<file path="src/rtl/ldq_ret_ctrl.sv">
// ldq_ret_ctrl: in-order retirement of the 32-entry load-buffer ID pool.
// Define LDQ_RET_CHECK_EN to build the sticky protocol-error checker.
module ldq_ret_ctrl #(
    parameter int LDQ_DEPTH = 32,
    parameter int ID_W      = 5,
    parameter int RET_W     = 4
) (
    input  logic             clk,
    input  logic             rst,
    input  logic             i_csr_trap_flush,
    input  logic             i_mis_flush,
    input  logic [ID_W-1:0]  i_mis_ld_id,
    input  logic [RET_W-1:0] i_alloc_vld,
    input  logic [ID_W-1:0]  i_alloc_base_id,
    input  logic [1:0]       i_cmt_vld,
    input  logic [ID_W-1:0]  i_cmt_id_0,
    input  logic [ID_W-1:0]  i_cmt_id_1,
    output logic [RET_W-1:0] o_ret_vld,
    output logic [ID_W-1:0]  o_ret_head_id,
    output logic [ID_W:0]    o_ldq_cnt,
    output logic             o_ret_err
);
    localparam int CW = $clog2(RET_W + 1);

    logic [LDQ_DEPTH-1:0] alloc_q, alloc_d;
    logic [LDQ_DEPTH-1:0] done_q, done_d;
    logic [ID_W-1:0]      head_q, head_d;
    logic [ID_W-1:0]      tail_q, tail_d;
    logic [ID_W-1:0]      ret_head_q, ret_head_d;
    logic [ID_W:0]        cnt_q, cnt_d;
    logic [RET_W-1:0]     ret_vld_q, ret_vld_d;

    logic [CW-1:0]   ret_k, alloc_n;
    logic [ID_W-1:0] idx, off, mis_off;
    logic [ID_W:0]   sq_cnt;
    logic            run, mis_en;

    always_comb begin
        alloc_d    = alloc_q;
        done_d     = done_q;
        head_d     = head_q;
        tail_d     = tail_q;
        cnt_d      = cnt_q;
        ret_vld_d  = '0;
        ret_head_d = head_q;
        ret_k      = '0;
        alloc_n    = '0;
        run        = 1'b1;
        idx        = '0;
        off        = '0;
        sq_cnt     = '0;
        mis_off    = i_mis_ld_id - head_q;
        mis_en     = i_mis_flush && (i_mis_ld_id != tail_q);

        if (i_cmt_vld[0] && alloc_q[i_cmt_id_0]) done_d[i_cmt_id_0] = 1'b1;
        if (i_cmt_vld[1] && alloc_q[i_cmt_id_1]) done_d[i_cmt_id_1] = 1'b1;

        // Retire the unbroken committed run at the head, at most RET_W wide.
        for (int j = 0; j < RET_W; j++) begin
            idx = head_q + ID_W'(j);
            if (run && alloc_q[idx] && done_q[idx]) begin
                ret_vld_d[j] = 1'b1;
                ret_k        = ret_k + CW'(1);
                alloc_d[idx] = 1'b0;
                done_d[idx]  = 1'b0;
            end else begin
                run = 1'b0;
            end
        end
        head_d = head_q + ID_W'(ret_k);

        if (mis_en) begin
            if ({1'b0, mis_off} < cnt_q) sq_cnt = cnt_q - {1'b0, mis_off};
            for (int i = 0; i < LDQ_DEPTH; i++) begin
                off = ID_W'(i) - head_q;
                if (off >= mis_off && {1'b0, off} < cnt_q) begin
                    alloc_d[i] = 1'b0;
                    done_d[i]  = 1'b0;
                end
            end
        end

        if (i_mis_flush) begin
            tail_d = i_mis_ld_id;
        end else begin
            for (int k = 0; k < RET_W; k++) begin
                if (i_alloc_vld[k]) begin
                    idx          = i_alloc_base_id + ID_W'(alloc_n);
                    alloc_d[idx] = 1'b1;
                    done_d[idx]  = 1'b0;
                    alloc_n      = alloc_n + CW'(1);
                end
            end
            tail_d = tail_q + ID_W'(alloc_n);
        end

        cnt_d = cnt_q + (ID_W+1)'(alloc_n) - (ID_W+1)'(ret_k) - sq_cnt;

        if (i_csr_trap_flush) begin
            alloc_d    = '0;
            done_d     = '0;
            head_d     = '0;
            tail_d     = '0;
            cnt_d      = '0;
            ret_vld_d  = '0;
            ret_head_d = '0;
        end
    end

    always_ff @(posedge clk) begin
        if (rst) begin
            alloc_q    <= '0;
            done_q     <= '0;
            head_q     <= '0;
            tail_q     <= '0;
            cnt_q      <= '0;
            ret_vld_q  <= '0;
            ret_head_q <= '0;
        end else begin
            alloc_q    <= alloc_d;
            done_q     <= done_d;
            head_q     <= head_d;
            tail_q     <= tail_d;
            cnt_q      <= cnt_d;
            ret_vld_q  <= ret_vld_d;
            ret_head_q <= ret_head_d;
        end
    end

    assign o_ret_vld     = ret_vld_q;
    assign o_ret_head_id = ret_head_q;
    assign o_ldq_cnt     = cnt_q;

`ifdef LDQ_RET_CHECK_EN
    logic            err_q, err_d, bad;
    logic [ID_W-1:0] aid;
    logic [CW-1:0]   an;

    always_comb begin
        bad = (i_cmt_vld[0] && !alloc_q[i_cmt_id_0]) ||
              (i_cmt_vld[1] && !alloc_q[i_cmt_id_1]);
        an  = '0;
        aid = '0;
        if (!i_mis_flush) begin
            for (int k = 0; k < RET_W; k++) begin
                if (i_alloc_vld[k]) begin
                    aid = i_alloc_base_id + ID_W'(an);
                    if (alloc_q[aid]) bad = 1'b1;
                    an = an + CW'(1);
                end
            end
            if (({1'b0, cnt_q} + (ID_W+2)'(an)) > (ID_W+2)'(LDQ_DEPTH)) bad = 1'b1;
        end
        err_d = err_q | (bad & ~i_csr_trap_flush);
    end

    always_ff @(posedge clk) begin
        if (rst) err_q <= 1'b0;
        else     err_q <= err_d;
    end

    assign o_ret_err = err_q;
`else
    assign o_ret_err = 1'b0;
`endif

endmodule

</file>
<file path="config.mk">
export PLATFORM = sky130hd
export DESIGN_NAME = ldq_ret_ctrl
export DESIGN_NICKNAME = d
export VERILOG_FILES = /design/src/rtl/ldq_ret_ctrl.sv
export SDC_FILE = /design/constraint.sdc
export NUM_CORES = 1
export LEC_CHECK = 0
export BUFFER_PORTS_ARGS = -buffer_cell sky130_fd_sc_hd__buf_2
export CAP_MARGIN = 15
export CORE_MARGIN = 2
export CORE_UTILIZATION = 40
export DETAILED_ROUTE_END_ITERATION = 10
export PLACE_DENSITY_LB_ADDON = 0.05
export SYNTH_ARGS = -nofsm -noshare
export SYNTH_HDL_FRONTEND = slang
export SYNTH_SLANG_ARGS = --single-unit
</file>
<file path="constraint.sdc">
create_clock -name clk -period 6.3 [get_ports clk]
set_input_delay 0.315 -clock clk [delete_from_list [all_inputs] [get_ports clk]]
set_output_delay 0.315 -clock clk [all_outputs]
set_load 0.01 [all_outputs]
</file>
==> impl_metrics.tcl, run 1 <==
set metrics [dict create \
    rsz0062_at_grt "false" \
    drt-initial-drc-count 1857 \
    start_util 0.4069 \
    synth_cells 1653 \
    die_h_um 186.2 \
    whs_endpoint "tail_q[3]" \
    ys_types 93 \
    path_max_fanout 9 \
    grt-ovfl-total 0 \
    wl_per_cell_um 27.43 \
    hold_class "in2reg" \
    wl_met2_um 24740 \
    reg2reg_depth 26 \
    p_seq_frac 0.275 \
    worstPathArrival_ns 6.14 \
    final.fill_count 3303 \
    ys_seq_area_frac 0.1342 \
    maxUsedRoutingLayer "met4" \
    timing.rr.end "o_ldq_cnt[5]" \
    combPwrFrac 0.451 \
    grt_pass1_vias 13360 \
    cts_num_sinks 89 \
    portBuffers 44 \
    die_w_um 186.2 \
    worstSetupEndpointType "register" \
    cts-hold-fix-buffers 0 \
    clock_skew_ns 0.02043 \
    clkPwrFrac 0.274 \
    ys_ff_latch 89 \
    pin_count 46 \
    hold_depth 3 \
    dr_wl_met3_um 5611 \
    hold_start "i_mis_ld_id[3]" \
    htreeDepth 3 \
    period_share 0.9362 \
    drt-met1-wl_um 25920 \
    slew_violations 0 \
    avgViaCountPerCell 6.598 \
    core_sq_um 32620 \
    clk_pin_slew_ns 0.08 \
    relSlewSlack 0.2705 \
    synth_area_sq_um 13270 \
    ir_drop_mv 0.3083 \
    cts_buffers 9 \
    fmax_mhz 169.5 \
    cts-root-buf "clkbuf_16" \
    cts_tree "yes" \
    tightestPinTransition_ns 1.092 \
    place_congestion 0.9844 \
    finalSetupViolCount 0 \
    nNetsFinal 1912 \
    dpl.hpwl_um 45220 \
    syn2layout_area_growth_pct 10.45 \
    hold_viol 0 \
    insertion_delay_ns 0.39 \
    status "complete, no violations" \
    dp_slack_ns 0.1882 \
    crit_required_ns 6.55 \
    drive_above_1_share 0.1311 \
    fin_crit_ns 5.898 \
    grt_max_degree 60 \
    fp-row-count 66 \
    p_leak_uw 0.005626 \
    synth_top_area_frac 0.1706 \
    synthArstFlopShare 0 \
    ant_nets 0 \
    n_antenna_cell 0 \
    regToRegSetupSlack_ns 0.40 \
    internal-power_uw 1266 \
    grt_pass1_wl_um 87370 \
    power.density_nw_per_um2 148.6 \
    setup-tns-final_ns 0 \
    grt_usage 0.3417 \
    power_switching_uw 911.8 \
    totalWireLength_um 58600 \
    ys.flop_type "dfxtp_1" \
    synth-edff-count 0 \
    syn_area_per_cell_sq_um 8.029 \
    drc 0 \
    synthTopCellsByArea "ha_1 (17%), dfxtp_1 (13%), mux4_2 (5.1%)" \
    reg2reg_from "head_q[1]" \
    dieArea_sq_um 34660 \
    synth_top_area_cell "ha_1" \
    synth_nets 1876 \
    ys.warnings.count 0 \
    vias 14090 \
    maxCapViolCount 0 \
    antenna_found_initial 0 \
    firstDrtPassIters 6 \
    swShare 0.4186 \
    layout_setup_ws_ns 0.4020 \
    worst_setup_path_start_kind "register" \
    path_class "reg2reg" \
    clockBufferDepth 2 \
]
==> metrics by stage <==
stage	cells	utilization	area, sq um	hold slack (ns)	total power, uW
floorplan	1653	-	13300	0.4549	1275
global placement	2116	0.4363	14230	0.4806	1577
detailed placement	2116	0.4363	14230	0.4952	1584
CTS	2132	0.4456	14540	0.2254	2184
global route	2136	0.4494	14660	0.2691	2332
finish	2136	0.4494	14660	0.2357	2178
==> cell type report <==
| class | instances | area [sq um] | area share |
|---|---|---|---|
| clock inverter | 6 | 75.07 | 0.005121 |
| multi-input combinational | 1348 | 10710 | 0.7307 |
| clock buffer | 10 | 229.0 | 0.01562 |
| sequential | 89 | 1788 | 0.1220 |
| timing repair buffer | 122 | 850.8 | 0.05804 |
| tap | 442 | 553.0 | 0.03773 |
| inverter | 119 | 451.7 | 0.03081 |
==> state kept, by name (all words and copies together), names as in the netlist <==
| name | cells |
|---|---|
| head_q | 5 |
| o_ret_head_id | 5 |
| o_ldq_cnt | 6 |
| done_q | 32 |
| alloc_q | 32 |
| tail_q | 5 |
| o_ret_vld | 4 |
==> repair_timing <==
item                       CTS  global route
setup endpoints to repair    0             2
gates resized for setup      0            18
buffers inserted             0             3
==> logic make-up (layout without fill, tap and decap cells) <==
family          Yosys count  count (layout)  share of synthesized area
compound gates          542             542                     0.3003
simple gates            503             503                     0.2044
buf+inv                 216             257                    0.06608
fa+ha+maj               193             193                     0.1887
flops                    89              89                     0.1342
xor+xnor                 62              62                    0.04148
mux                      47              47                    0.06448
other cells               1               1                  0.0002825
==> power groups by stage <==
stage               registers (uW)  logic (uW)  clock network (uW)
floorplan                      608         667                   0
global placement               612         965                   0
detailed placement             613         971                   0
CTS                            600         978                 606
global route                   602        1110                 622
finish                         600         981                 597
==> per-layer routing <==
metal / global-route usage / vias up
li1: - / 6407
met1: 0.4709 / 6808
met2: 0.5154 / 753
met3: 0.08119 / 126
met4: 0.1310 / 0
met5: 0 / -
==> layout by cell type, fill, tap and decap left out, types with 16 or more instances in the layout <==
master    count
a211oi_1     26
a21boi_0     19
a21o_1       29
a21oi_1      85
a221oi_1     37
a22o_1       27
a22oi_1      19
a31oi_1      16
a32o_1       16
and2_1       40
and3_1       27
buf_2        44
buf_4        74
dfxtp_1      86
ha_1        179
inv_1       112
mux4_2       30
nand2_1     131
nand3_1      46
nor2_1       71
nor2b_1      30
nor3_1       44
nor3b_1      23
o21ai_0      78
o31ai_1      18
xnor2_1      40
xor2_1       19
==> synthesized netlist by cell type, types with 13 or more instances <==
| cell | number |
|---|---|
| a32oi_1 | 13 |
| a211oi_1 | 28 |
| a21boi_0 | 22 |
| a32o_1 | 16 |
| inv_1 | 113 |
| dfxtp_1 | 89 |
| buf_2 | 17 |
| o21ai_0 | 78 |
| a221oi_1 | 37 |
| nand2_1 | 131 |
| nor2b_1 | 30 |
| nand3_1 | 46 |
| nor3b_1 | 23 |
| a2bb2oi_1 | 13 |
| clkbuf_1 | 61 |
| nor2_1 | 72 |
| and2_1 | 40 |
| nand2b_1 | 15 |
| ha_1 | 181 |
| a21o_1 | 29 |
| nor3_1 | 44 |
| a31oi_1 | 16 |
| a22o_1 | 27 |
| a22oi_1 | 19 |
| a21oi_1 | 86 |
| a2111oi_0 | 13 |
| o31ai_1 | 18 |
| nand3b_1 | 14 |
| xor2_1 | 20 |
| mux4_2 | 30 |
| xnor2_1 | 41 |
| and3_1 | 27 |
==> worst max-delay path, cell delays in order, from the launching register on <==
cell and delay, ns:
dfxtp_4 0.43, inv_1 0.07, ha_1 0.37, or4bb_1 0.53, a41oi_2 0.24, o31ai_2 0.11, and4_1 0.26, nor2_1 0.14
ha_2 0.23, clkinv_2 0.14, a21o_1 0.21, xnor2_1 0.14, ha_1 0.16, nand2_1 0.05, xor2_1 0.14, nand2b_1 0.19
fa_1 0.52, inv_1 0.05, fa_1 0.53, inv_1 0.04, ha_1 0.32, a21oi_1 0.22, o21bai_1 0.09, a21oi_1 0.18
xnor2_1 0.16, nand3_1 0.08, nor3b_1 0.14
==> worst max path at each step <==
stage	end	cells after the start	from
after floorplan	o_ldq_cnt[5]	31	head_q[1]
after global placement	o_ldq_cnt[5]	27	head_q[0]
after detailed placement	o_ldq_cnt[5]	27	head_q[1]
after CTS	o_ldq_cnt[5]	27	head_q[0]
after global routing	o_ldq_cnt[5]	27	head_q[1]
final	o_ldq_cnt[5]	26	head_q[1]
Power figures use the tool's default switching activity.
==> inputs of run 2 (changes only) <==
--- a/config.mk
+++ b/config.mk
@@ -9,6 +9,7 @@
 export CAP_MARGIN = 15
 export CORE_MARGIN = 2
 export CORE_UTILIZATION = 40
+export CTS_BUF_LIST = sky130_fd_sc_hd__clkbuf_4 sky130_fd_sc_hd__clkbuf_8 sky130_fd_sc_hd__clkbuf_16
 export DETAILED_ROUTE_END_ITERATION = 10
 export PLACE_DENSITY_LB_ADDON = 0.05
 export SYNTH_ARGS = -nofsm -noshare
==> run 2 against run 1 <==
  * Via count shrank 0.14%
  * Sequential share of layout area hardly changed
  * Clock skew rose by 0.0028 ns
  * Critical path depth is the same
  * Non-clock buffer count did not move
  * Register-to-register slack hardly changed
  * Largest power group unchanged
  * Total power rose by 0.38%
  * Die area unchanged
  * Maximum frequency is 0.18% lower
  * Combinational power about the same
==> impl_metrics.tcl, run 2 (synthesis gave the netlist of run 1 again) <==
set metrics [dict create \
    regToRegSetupSlack_ns 0.39 \
    firstDrtPassIters 9 \
    critical_path.slowest_cell "fa_1" \
    maxCapViolCount 0 \
    portBuffers 44 \
    ir_drop_mv 0.3084 \
    worstPathArrival_ns 6.16 \
    path_max_fanout 9 \
    fin_crit_ns 5.909 \
    core_sq_um 32620 \
    layout_common_cells "ha_1 (179), nand2_1 (131), inv_1 (112)" \
    tightestPinTransition_ns 1.041 \
    dieArea_sq_um 34660 \
    dp_slack_ns 0.1882 \
    insertion_delay_ns 0.39 \
    die_h_um 186.2 \
    totalWireLength_um 58500 \
    p_leak_uw 0.005630 \
    hold_depth 3 \
    grt-ovfl-total 0 \
    layout_setup_ws_ns 0.3912 \
    clock_skew_ns 0.02321 \
    drive_above_1_share 0.1316 \
    period_share 0.9379 \
    dpl.hpwl_um 45220 \
    hold_class "in2reg" \
    antenna_found_initial 0 \
    grt_pass1_wl_um 87380 \
    grt_max_degree 60 \
    avgViaCountPerCell 6.589 \
    pin_count 46 \
    fmax_mhz 169.2 \
    worst_setup_path_start_kind "register" \
    cp_common_cell "ha_1" \
    reg2reg_depth 26 \
    vias 14070 \
    critPathMaxStageDelay_ns 0.53 \
    hold_start "i_mis_ld_id[3]" \
    clockBufferDepth 2 \
    clk_pin_slew_ns 0.09 \
    final_common_cell "ha_1" \
    timing.rr.end "o_ldq_cnt[5]" \
    cts-root-buf "clkbuf_16" \
    crit_required_ns 6.55 \
    rsz0062_at_grt "false" \
    finalSetupViolCount 0 \
    fin_hold_ws_ns 0.2331 \
    drt-initial-drc-count 1963 \
    cts_buffers 9 \
    fp-row-count 66 \
    slew_violations 0 \
    grt_pass1_vias 13360 \
    whs_endpoint "tail_q[3]" \
    drc 0 \
    status "complete, no violations" \
    htreeDepth 3 \
    ant_nets 0 \
    path_class "reg2reg" \
    n_antenna_cell 0 \
    power.density_nw_per_um2 149.1 \
    hold_viol 0 \
    grt_usage 0.3417 \
    reg2reg_from "head_q[0]" \
    relSlewSlack 0.3045 \
    syn2layout_area_growth_pct 10.47 \
    start_util 0.4069 \
    die_w_um 186.2 \
    place_congestion 0.9844 \
    cts_num_sinks 89 \
    nNetsFinal 1912 \
    worstSetupEndpointType "register" \
    setup-tns-final_ns 0 \
    cts_tree "yes" \
    wl_per_cell_um 27.39 \
]
run 2: cell counts in the layout (fill, tap and decap cells not counted):
Identical to the previous run, type by type.
run 2: worst max-delay path, delay by kind of cell, from the launching register on:
family	cells	cell delay, ns
simple gates	7	1.38
fa+ha+maj	6	2.17
buf+inv	4	0.34
xor+xnor	3	0.45
flops	1	0.36
compound gates	6	1.05
run 2: area by class of cell:
cell class	count	area, sq um
clock buffers	10	232.7
clock inverters	6	75.07
fillers	3303	17960
inverters	119	451.7
multi-input cells	1348	10710
flip-flops and latches	89	1788
well taps	442	553.0
repair buffers	122	850.8
run 2: what timing repair did:
action,in CTS,in global routing
setup buffers,0,3
setup endpoints to repair,0,2
hold buffers,0,0
resized for setup,0,18
run 2: worst max path at each step:
| stage | from | end | slack (ns) | depth (start not counted) |
|---|---|---|---|---|
| after detailed placement | head_q[1] | o_ldq_cnt[5] | 0.19 | 27 |
| after CTS | head_q[0] | o_ldq_cnt[5] | 0.17 | 27 |
| after global placement | head_q[0] | o_ldq_cnt[5] | 0.30 | 27 |
| final | head_q[0] | o_ldq_cnt[5] | 0.39 | 26 |
| after global routing | head_q[1] | o_ldq_cnt[5] | 0.002 | 27 |
| after floorplan | head_q[1] | o_ldq_cnt[5] | 0.01 | 31 |
run 2: power by group:
group	switching (uW)	total (uW)	internal (uW)	leakage (uW)
logic	609	983	373	0.00476
registers	22.5	600	577	0.000720
clock network	284	604	320	0.000154
total	916	2190	1270	0.00563
run 2: through the flow:
| step | util | std cells | area (sq um) | power (uW) |
|---|---|---|---|---|
| floorplan | - | 1653 | 13300 | 1275 |
| global placement | 0.4363 | 2116 | 14230 | 1577 |
| detailed placement | 0.4363 | 2116 | 14230 | 1584 |
| CTS | 0.4458 | 2132 | 14540 | 2188 |
| global route | 0.4495 | 2136 | 14660 | 2337 |
| finish | 0.4495 | 2136 | 14660 | 2186 |
run 2: metal layers:
layer  global-route usage  routed length [um]
met1               0.4711               25910
met2               0.5152               24680
met3              0.08119                5519
met4               0.1310                2391
met5                    0                   0
